## src/rtl/router_1xn_pkt.sv

```systemverilog
// Single-input, NUM_PORTS-output packet router with per-port first-word-fall-through FIFOs,
// parity/length checking, invalid-destination dropping and per-port read-timeout flush.
module router_1xn_pkt #(
  parameter int DATA_W     = 8,
  parameter int NUM_PORTS  = 3,
  parameter int FIFO_DEPTH = 16,
  parameter int TIMEOUT    = 30
) (
  input  logic                          clock,
  input  logic                          reset,
  input  logic                          pkt_valid,
  input  logic [DATA_W-1:0]             data_in,
  input  logic [NUM_PORTS-1:0]          read_enb,
  output logic [NUM_PORTS*DATA_W-1:0]   data_out,
  output logic [NUM_PORTS-1:0]          vld_out,
  output logic                          busy,
  output logic                          err,
  output logic                          drop
);

  localparam int DEST_W      = (NUM_PORTS > 2) ? $clog2(NUM_PORTS) : 1;
  localparam int LEN_W       = DATA_W - DEST_W;
  localparam int AW          = $clog2(FIFO_DEPTH);
  localparam int TMO_W       = (TIMEOUT > 0) ? $clog2(TIMEOUT + 1) : 1;
  localparam int TMO_LAST_I  = (TIMEOUT > 0) ? TIMEOUT - 1 : 0;
  localparam logic [TMO_W-1:0] TMO_LAST  = TMO_LAST_I[TMO_W-1:0];
  localparam logic [AW:0]      DEPTH_CNT = FIFO_DEPTH[AW:0];

  typedef enum logic [1:0] {
    IDLE,
    LOAD,
    DROP,
    CHECK
  } state_t;

  state_t state, state_nxt;

  logic [DEST_W-1:0]    dest_q;
  logic [LEN_W-1:0]     len_q;
  logic [LEN_W-1:0]     pay_cnt_q;
  logic [DATA_W-1:0]    parity_q;
  logic                 bad_q;
  logic                 drop_q;

  logic [DEST_W-1:0]    hdr_dest;
  logic [DEST_W-1:0]    dest_sel;
  logic                 hdr_ok;
  logic                 tgt_full;
  logic                 accept;
  logic                 do_write;

  logic [NUM_PORTS-1:0] full;
  logic [NUM_PORTS-1:0] pop;
  logic [NUM_PORTS-1:0] flush;
  logic [NUM_PORTS-1:0] wr_en;

  assign hdr_dest = data_in[DEST_W-1:0];
  assign hdr_ok   = (int'(hdr_dest) < NUM_PORTS);
  // In IDLE the byte on data_in is the header, so its dest field selects the FIFO directly.
  assign dest_sel = (state == IDLE) ? hdr_dest : dest_q;

  always_comb begin
    tgt_full = 1'b0;
    for (int p = 0; p < NUM_PORTS; p++) begin
      if (dest_sel == DEST_W'(p)) tgt_full = full[p];
    end
  end

  // NOTE: every signal driven here gets a default first, so no path can infer a latch.
  always_comb begin
    state_nxt = state;
    accept    = 1'b0;
    busy      = 1'b0;
    case (state)
      IDLE: begin
        if (pkt_valid) begin
          if (!hdr_ok) begin
            accept    = 1'b1;
            state_nxt = DROP;
          end else if (tgt_full) begin
            busy = 1'b1;
          end else begin
            accept    = 1'b1;
            state_nxt = LOAD;
          end
        end
      end
      LOAD: begin
        if (tgt_full) begin
          busy = 1'b1;
        end else begin
          accept = 1'b1;
          if (!pkt_valid) state_nxt = CHECK;
        end
      end
      DROP: begin
        accept = 1'b1;
        if (!pkt_valid) state_nxt = CHECK;
      end
      CHECK: begin
        busy      = 1'b1;
        state_nxt = IDLE;
      end
      default: state_nxt = IDLE;
    endcase
  end

  assign do_write = accept && ((state == IDLE && hdr_ok) || state == LOAD);
  assign err      = (state == CHECK) && !drop_q && bad_q;
  assign drop     = (state == CHECK) && drop_q;

  // NOTE: sequential state uses non-blocking assignments so every register samples pre-edge values.
  always_ff @(posedge clock or posedge reset) begin
    if (reset) begin
      state     <= IDLE;
      dest_q    <= '0;
      len_q     <= '0;
      pay_cnt_q <= '0;
      parity_q  <= '0;
      bad_q     <= 1'b0;
      drop_q    <= 1'b0;
    end else begin
      state <= state_nxt;
      if (accept) begin
        if (state == IDLE) begin
          dest_q    <= hdr_dest;
          len_q     <= data_in[DATA_W-1:DEST_W];
          pay_cnt_q <= '0;
          parity_q  <= data_in;
          bad_q     <= 1'b0;
          drop_q    <= !hdr_ok;
        end else if (pkt_valid) begin
          pay_cnt_q <= pay_cnt_q + LEN_W'(1);
          parity_q  <= parity_q ^ data_in;
        end else begin
          // Length compares modulo 2^LEN_W because pay_cnt_q wraps at that width.
          bad_q <= (data_in != parity_q) || (pay_cnt_q != len_q);
        end
      end
    end
  end

  for (genvar p = 0; p < NUM_PORTS; p++) begin : g_port
    localparam int PI = p;

    logic [DATA_W-1:0] mem [FIFO_DEPTH];
    logic [AW:0]       wr_ptr;
    logic [AW:0]       rd_ptr;
    logic [AW:0]       count;
    logic [TMO_W-1:0]  tmo_cnt;

    assign count       = wr_ptr - rd_ptr;
    assign full[p]     = (count == DEPTH_CNT);
    assign vld_out[p]  = (count != '0);
    assign pop[p]      = read_enb[p] && vld_out[p];
    assign flush[p]    = (TIMEOUT > 0) && vld_out[p] && !read_enb[p] && (tmo_cnt == TMO_LAST);
    // A flush on the same edge as a write wins; the byte is deliberately lost.
    assign wr_en[p]    = do_write && (dest_sel == PI[DEST_W-1:0]) && !flush[p];
    assign data_out[p*DATA_W +: DATA_W] = vld_out[p] ? mem[rd_ptr[AW-1:0]] : '0;

    always_ff @(posedge clock or posedge reset) begin
      if (reset) begin
        wr_ptr  <= '0;
        rd_ptr  <= '0;
        tmo_cnt <= '0;
      end else begin
        if (flush[p]) begin
          wr_ptr <= '0;
          rd_ptr <= '0;
        end else begin
          if (wr_en[p]) wr_ptr <= wr_ptr + (AW+1)'(1);
          if (pop[p])   rd_ptr <= rd_ptr + (AW+1)'(1);
        end
        if (flush[p] || !vld_out[p] || read_enb[p] || TIMEOUT == 0) tmo_cnt <= '0;
        else                                                      tmo_cnt <= tmo_cnt + TMO_W'(1);
      end
    end

    // NOTE: the storage array is not reset; pointers alone decide which entries are valid.
    always_ff @(posedge clock) begin
      if (wr_en[p]) mem[wr_ptr[AW-1:0]] <= data_in;
    end
  end

endmodule

```

## config.mk

```make
export PLATFORM = sky130hd
export DESIGN_NAME = router_1xn_pkt
export DESIGN_NICKNAME = d
export VERILOG_FILES = /design/src/rtl/router_1xn_pkt.sv
export SDC_FILE = /design/constraint.sdc
export NUM_CORES = 1
export LEC_CHECK = 0
export CORE_ASPECT_RATIO = 1.1
export CORE_MARGIN = 2
export CORE_UTILIZATION = 50
export CTS_BUF_LIST = sky130_fd_sc_hd__clkbuf_8
export CTS_CLUSTER_DIAMETER = 100
export DETAILED_ROUTE_END_ITERATION = 16
export GPL_ROUTABILITY_DRIVEN = 1
export PLACE_DENSITY = 0.7
export SLEW_MARGIN = 30
export SYNTH_ARGS = -nofsm -noshare
export SYNTH_HDL_FRONTEND = slang
export SYNTH_SLANG_ARGS = --single-unit
```

## constraint.sdc

```tcl
create_clock -name clock -period 3.9 [get_ports clock]
set_input_delay 0.78 -clock clock [delete_from_list [all_inputs] [get_ports clock]]
set_output_delay 0.78 -clock clock [all_outputs]
set_load 0.01 [all_outputs]
```

# == Word-level counts from Yosys, hierarchy flattened ==
# Memory sizes are Yosys's and may differ from the RTL's.
# Cells that the tools add are included.
# word_totals
ff_bits,71
ramBits,384
latchBits,0
in_bits,14
word_cells,154
romBits,0
mem_count,3
# mem_list
name,words,word_bits,read_ports,rd_ports_with_merged_regs,wr,line_no,text
g_port[0].mem,16,8,1,0,1,146,logic [DATA_W-1:0] mem [FIFO_DEPTH];
g_port[1].mem,16,8,1,0,1,146,
g_port[2].mem,16,8,1,0,1,146,
# op_classes
multipliers,0
bitwise_logic,1
n_div,0
mux,48
shift,0
n_reduce_logical,55
n_addsub,13
n_eq_ne,17
magnitude_cmp,1
# ops
op,n
$mux 5,15
$add 5x1->5 const B,9
$mux 8,5
$eq 5x5->1 const B,6
$logic_and 1x1->1,20
$mux 1,17
$reduce_bool 5->1,3
$sub 5x5->5,3
$reduce_bool 2->1,7
$mux 2,6
$mux 6,2
$logic_not 1->1,11
$logic_or 1x1->1,8
$ne 8x8->1,1
$pmux 2 s4,1
$xor 8x8->8,1
$add 6x1->6 const B,1
$eq 2x2->1 const B,3
$ne 6x6->1,1
$pmux 1 s3,2
$reduce_and 2->1,3
$eq 2x1->1 const B,2
$logic_not 2->1,2
$ne 2x2->1 const B,2
4 further kinds,4

# == Logic depth before layout (Yosys ltp) ==
# depth
depth_word,15
ltp_mapped,12
depth_no_buf,9

# == Least setup slack after synthesis ==
# No wires, ideal clock.
# synth_timing
path_type,flip-flop to flip-flop
start,register g_port[2].rd_ptr[1]
end,memory g_port[2].mem[7][0] (enable)
stages_incl_launch_ff,12
required_ps,3502
period_less_slack_ps,4010
t_arrival_ps,3612
setup_slack_ps,-110
path_buffers,3
path_cell_list,dfrtp_1 clkbuf_1 clkbuf_1 inv_1 ha_1 and3b_1 o211ai_1 a2111oi_4 o31ai_4 nand2_2 buf_2 nor4b_1
# synth_via
elab_chain_cells,12
word_cells_on_any_way,16
# synth_lines
element,line_no,text
from (decl),148,logic [AW:0] rd_ptr;
from (signal assigned),172,if (pop[p]) rd_ptr <= rd_ptr + (AW+1)'(1);
$sub 5x5->5 *,152,assign count = wr_ptr - rd_ptr;
$eq 5x5->1,153,assign full[p] = (count == DEPTH_CNT);
$mux 1,65,if (dest_sel == DEST_W'(p)) tgt_full = full[p];
$mux 1,"80, 89",
$mux 1,77,if (!hdr_ok) begin
$mux 1,76,if (pkt_valid) begin
$pmux 1 s3,74,case (state)
$logic_and 1x1->1,108,assign do_write = accept && ((state == IDLE && hdr_ok) || state == LOAD);
$logic_and 1x1->1,158,assign wr_en[p] = do_write && (dest_sel == PI[DEST_W-1:0]) && !flush[p];
$logic_and 1x1->1 *,158,
$mux 1 *,181,if (wr_en[p]) mem[wr_ptr[AW-1:0]] <= data_in;
$mux 1 (not written as such) *,181,
to (decl),146,
# Every way passes the cells marked *; elsewhere a longest branch is shown, timed or not.

# == Worst setup path after layout ==
# layout_timing
start,register g_port[0].wr_ptr[2]
end,output data_out[2]
# layout_via
elab_chain_cells,3
# layout_lines
element,line_no,text
from (decl),147,logic [AW:0] wr_ptr;
from (signal assigned),171,if (wr_en[p]) wr_ptr <= wr_ptr + (AW+1)'(1);
$sub 5x5->5,152,
$reduce_bool 5->1,154,assign vld_out[p] = (count != '0);
$mux 8,159,assign data_out[p*DATA_W +: DATA_W] = vld_out[p] ? mem[rd_ptr[AW-1:0]] : '0;
to (decl),14,"output logic [NUM_PORTS*DATA_W-1:0] data_out,"
# No other way between the ends.

==> out/results.tsv <==
stage	metric	value	unit
outcome	outcome	complete, no violations	
die	placementRows	76	
place	portBuffers	43	
detailed_routing	drt_wl_total	41900	microns
synth	synth_warnings	0	
min_path	hold_class	input pin to flip-flop	
global_routing	grt_first_pass_wirelength	64400	microns
timing	period_share	98.5	%
cts	h-tree-depth	3	
timing	clock_skew	0.0368	ns
synth	synthCells	1153	
detailed_routing	avgRoutedWirePerCell	22.4	microns
cells_and_area	seq_area	13300	sq um
place	post-place-ws	0.217	ns
detailed_routing	wl_met2	21800	microns
worst_setup_path	worst-setup-path-type	flip-flop to output pin	
cells_and_area	synthToLayoutAreaGrowth	15.7	%
pwr	pwr-share-comb	39.5	%
synth	avgSynthCellArea	17.2	sq um
worst_setup_path	startpoint_type	flip-flop	
detailed_routing	wl_met1	17300	microns
place	place_area	21300	sq um
flow_run	drv_cap	0	
detailed_routing	ant_nets	0	
cells_and_area	fin_nets	1368	
synth	ys_async_sr_fraction	15.6	%
die	die_area	41200	sq um
cts	clk_pin_slew	0.06	ns
synth	ys_ff_latch	455	
synth	seq_area_frac_synth	67.2	%
detailed_routing	drt_first_pass_iters	8	
pwr	p_int	0.0109	W
cells_and_area	stdcell_count	1874	
cts	cts_root_buffer	clkbuf_8	
timing	setup_viol	0	
cells_and_area	fin_util	58.6	%
worst_setup_path	cpPeakStageDelay	0.54	ns
cells_and_area	final_cell_area	22900	sq um
cts	clockBufferDepth	3	
timing	max_freq	260	MHz
worst_setup_path	cp_max_fo	5	
global_routing	grt_overflow_total	0	
worst_setup_path	crit_chain	ha_4 > and3b_1 > or4_4 > a211oi_4 > buf_6 > clkinvlp_4 > and2_4 > dlygate4sd2_1	
synth	synth_edf_count	384	
die	initial_core_util	50.7	%
timing	layout_setup_ws	0.0589	ns
pwr	switching_share	33.1	%
place	hpwl	25800	microns
synth	ys_types	68	
pwr	p_leak	7.95	nW
worst_setup_path	critPathTopFamily	simple AND/OR/NAND/NOR gates	
cts	worstSkewPairLatency	0.61	ns
cts	cts_buffers	73	
timing	slew_headroom	53.1	%
global_routing	grt_pass1_vias	11154	
cts	cts_num_sinks	455	
worst_setup_path	crit_path_end_kind	output pin	
detailed_routing	drtIter0Drc	815	
global_routing	grt_usage	20.6	%
place	dp.cells	1724	
timing	whs	0.481	ns
synth	synth_area	19800	sq um
detailed_routing	route.met3.wl	1900	microns
cells_and_area	layout-drive-gt1-share	28.7	%
cells_and_area	fillers	2888	
cts	cts_tree	built	
pwr	vdd_drop_max	0.000436	V
die	die_w	194	microns
detailed_routing	vias	10863	
pwr	power.density	712	nW/um^2
timing	drv_slew	0	
synth	synth_ff_type	edfxtp_1	
die	pin_count	44	
pwr	switching_power	0.00540	W
worst_setup_path	slowest_stage	or4_4	
worst_setup_path	cp.arrival	3.06	ns
cells_and_area	diodes	0	
die	coreArea	39100	sq um
worst_setup_path	required	3.12	ns
synth	syn-num-nets	1206	
pwr	pwr-share-clk	23.4	%
timing	hold_viol	0	
global_routing	grt_max_degree	52	
cells_and_area	multi_input_area	6300	sq um
place	gp_congestion	0.808	
detailed_routing	highest_layer	met4	
die	dieHeight	213	microns
detailed_routing	drc	0	
detailed_routing	viasPerCell	5.80	
worst_setup_path	crit_buf_inv	3	
global_routing	antenna_found_initial	1	
timing	min_period	3.84	ns
cts	cts.hold.buffers_added	0	
timing	tightest_slew	0.703	ns
pwr	p_seq_share	37.1	%
[area by class of cell]
| class | instances | area share (%) |
|---|---|---|
| repair inverters | 1 | 0.0328 |
| repair buffers | 141 | 5.12 |
| flip-flops and latches | 455 | 58.1 |
| inverters | 35 | 0.606 |
| well taps | 507 | 2.77 |
| clock buffers | 76 | 4.56 |
| clock inverters | 51 | 1.32 |
| multi-input cells | 608 | 27.5 |
[what timing repair did]
item                                    in CTS  in global routing
cloned                                       1                  1
resized for setup                           39                 19
endpoints found under the setup margin      28                 16
buffers inserted                            14                  7
pin swaps                                    2                  6
[flip-flops by register name, summed over array words and instances (netlist names)]
register	flops
drop_q	1
bad_q	1
dest_q	2
state	2
len_q	6
g_port.wr_ptr	15
g_port.rd_ptr	15
g_port.mem	384
parity_q	8
g_port.tmo_cnt	15
pay_cnt_q	6
[metal layers]
| metal | vias up | track usage [%] |
|---|---|---|
| met5 | - | 0 |
| li1 | 4919 | - |
| met3 | 70 | 3.02 |
| met1 | 5595 | 27.0 |
| met4 | 0 | 7.55 |
| met2 | 279 | 35.4 |
[logic make-up (layout without fill, tap and decap cells)]
| group | count (synthesis) | count (layout) | synth area share, % |
|---|---|---|---|
| AO/OA/AOI/OAI | 117 | 117 | 4.39 |
| XOR/XNOR | 35 | 35 | 1.76 |
| adder cells (fa/ha/maj) | 39 | 39 | 2.46 |
| buffers and inverters | 90 | 304 | 1.83 |
| flip-flops | 455 | 455 | 67.2 |
| multiplexers | 134 | 134 | 14.4 |
| AND/OR/NAND/NOR | 283 | 283 | 7.92 |
[stage by stage]
step                      setup TNS, ns  power, W
final                                 0    0.0163
after detailed placement              0    0.0123
after CTS                             0    0.0162
after global placement                0    0.0122
after global routing             -0.414    0.0172
after floorplan                   -1.95    0.0103
[placed cells by master, fill, tap and decap left out, types with 5 or more instances in the layout]
| cell | Yosys | layout |
|---|---|---|
| inv_2 | 4 | 12 |
| and2_1 | 40 | 38 |
| dfrtp_1 | 71 | 64 |
| nand4_1 | 14 | 14 |
| inv_1 | 31 | 43 |
| edfxtp_1 | 384 | 384 |
| a21oi_1 | 16 | 16 |
| clkbuf_8 | 0 | 76 |
| buf_4 | 2 | 92 |
| nand2_1 | 40 | 40 |
| clkinv_2 | 0 | 5 |
| clkdlybuf4s50_1 | 0 | 16 |
| nor2b_1 | 14 | 14 |
| nor4b_2 | 4 | 9 |
| mux4_2 | 120 | 120 |
| ha_1 | 39 | 32 |
| nor3_1 | 24 | 23 |
| ha_4 | 0 | 7 |
| dlygate4sd2_1 | 0 | 16 |
| dfrtp_2 | 0 | 7 |
| a211o_1 | 6 | 6 |
| nand3_1 | 46 | 46 |
| nand2b_1 | 9 | 9 |
| xor2_1 | 14 | 14 |
| clkinv_1 | 0 | 16 |
| xnor2_1 | 18 | 18 |
| and4_1 | 6 | 6 |
| mux2_2 | 12 | 12 |
| buf_2 | 13 | 8 |
| nor2_1 | 48 | 47 |
| a31oi_1 | 5 | 5 |
| o21ai_0 | 41 | 41 |
| nand3b_1 | 5 | 5 |
[final timing paths]
check	start	end	slack [ns]	cells past startpoint
max in group asynchronous	reset	g_port[0].wr_ptr[2]	2.56	3
setup reg to reg	g_port[0].wr_ptr[2]	g_port[0].mem[1][6]	0.20	13
min in group asynchronous	reset	bad_q	0.59	2
hold reg to reg	g_port[0].tmo_cnt[0]	g_port[0].tmo_cnt[0]	0.49	1
hold / removal	data_in[5]	len_q[3]	0.48	2
setup / recovery	g_port[0].wr_ptr[2]	data_out[2]	0.06	8
[power by group through the flow]
stage	clock network, W	logic [W]	registers, W
finish	0.00382	0.00644	0.00606
global route	0.00412	0.00698	0.00611
CTS	0.00390	0.00629	0.00604
detailed placement	0	0.00615	0.00616
global placement	0	0.00606	0.00613
floorplan	0	0.00422	0.00604
[synthesized netlist by cell type (all sizes together) (3+ instances only)]
library cell / count / area share (%)
a211oi: 4 / 0.20
nand3: 46 / 1.2
clkbuf: 37 / 0.70
a311o: 4 / 0.20
nand4: 14 / 0.44
a2111oi: 3 / 0.42
dfrtp: 71 / 9.0
a21oi: 16 / 0.40
ha: 39 / 2.5
o22ai: 3 / 0.095
nor2: 48 / 0.91
o211ai: 4 / 0.15
xor2: 14 / 0.62
or2: 4 / 0.13
and3b: 4 / 0.18
mux4: 120 / 14
a21boi: 3 / 0.11
nand3b: 5 / 0.19
nor3: 24 / 0.61
a211o: 6 / 0.27
xnor3: 3 / 0.34
o21ai: 42 / 1.1
xnor2: 18 / 0.80
and2: 40 / 1.3
mux2: 12 / 0.68
or4: 4 / 0.15
inv: 35 / 0.66
o221a: 3 / 0.17
nor2b: 14 / 0.44
nand2b: 9 / 0.28
edfxtp: 384 / 58
nor4b: 12 / 0.66
o31ai: 5 / 0.26
nor4: 4 / 0.13
a31oi: 5 / 0.16
a21o: 4 / 0.15
and4: 6 / 0.27
nand2: 41 / 0.79
buf: 18 / 0.46
Power figures use the tool's default switching activity.
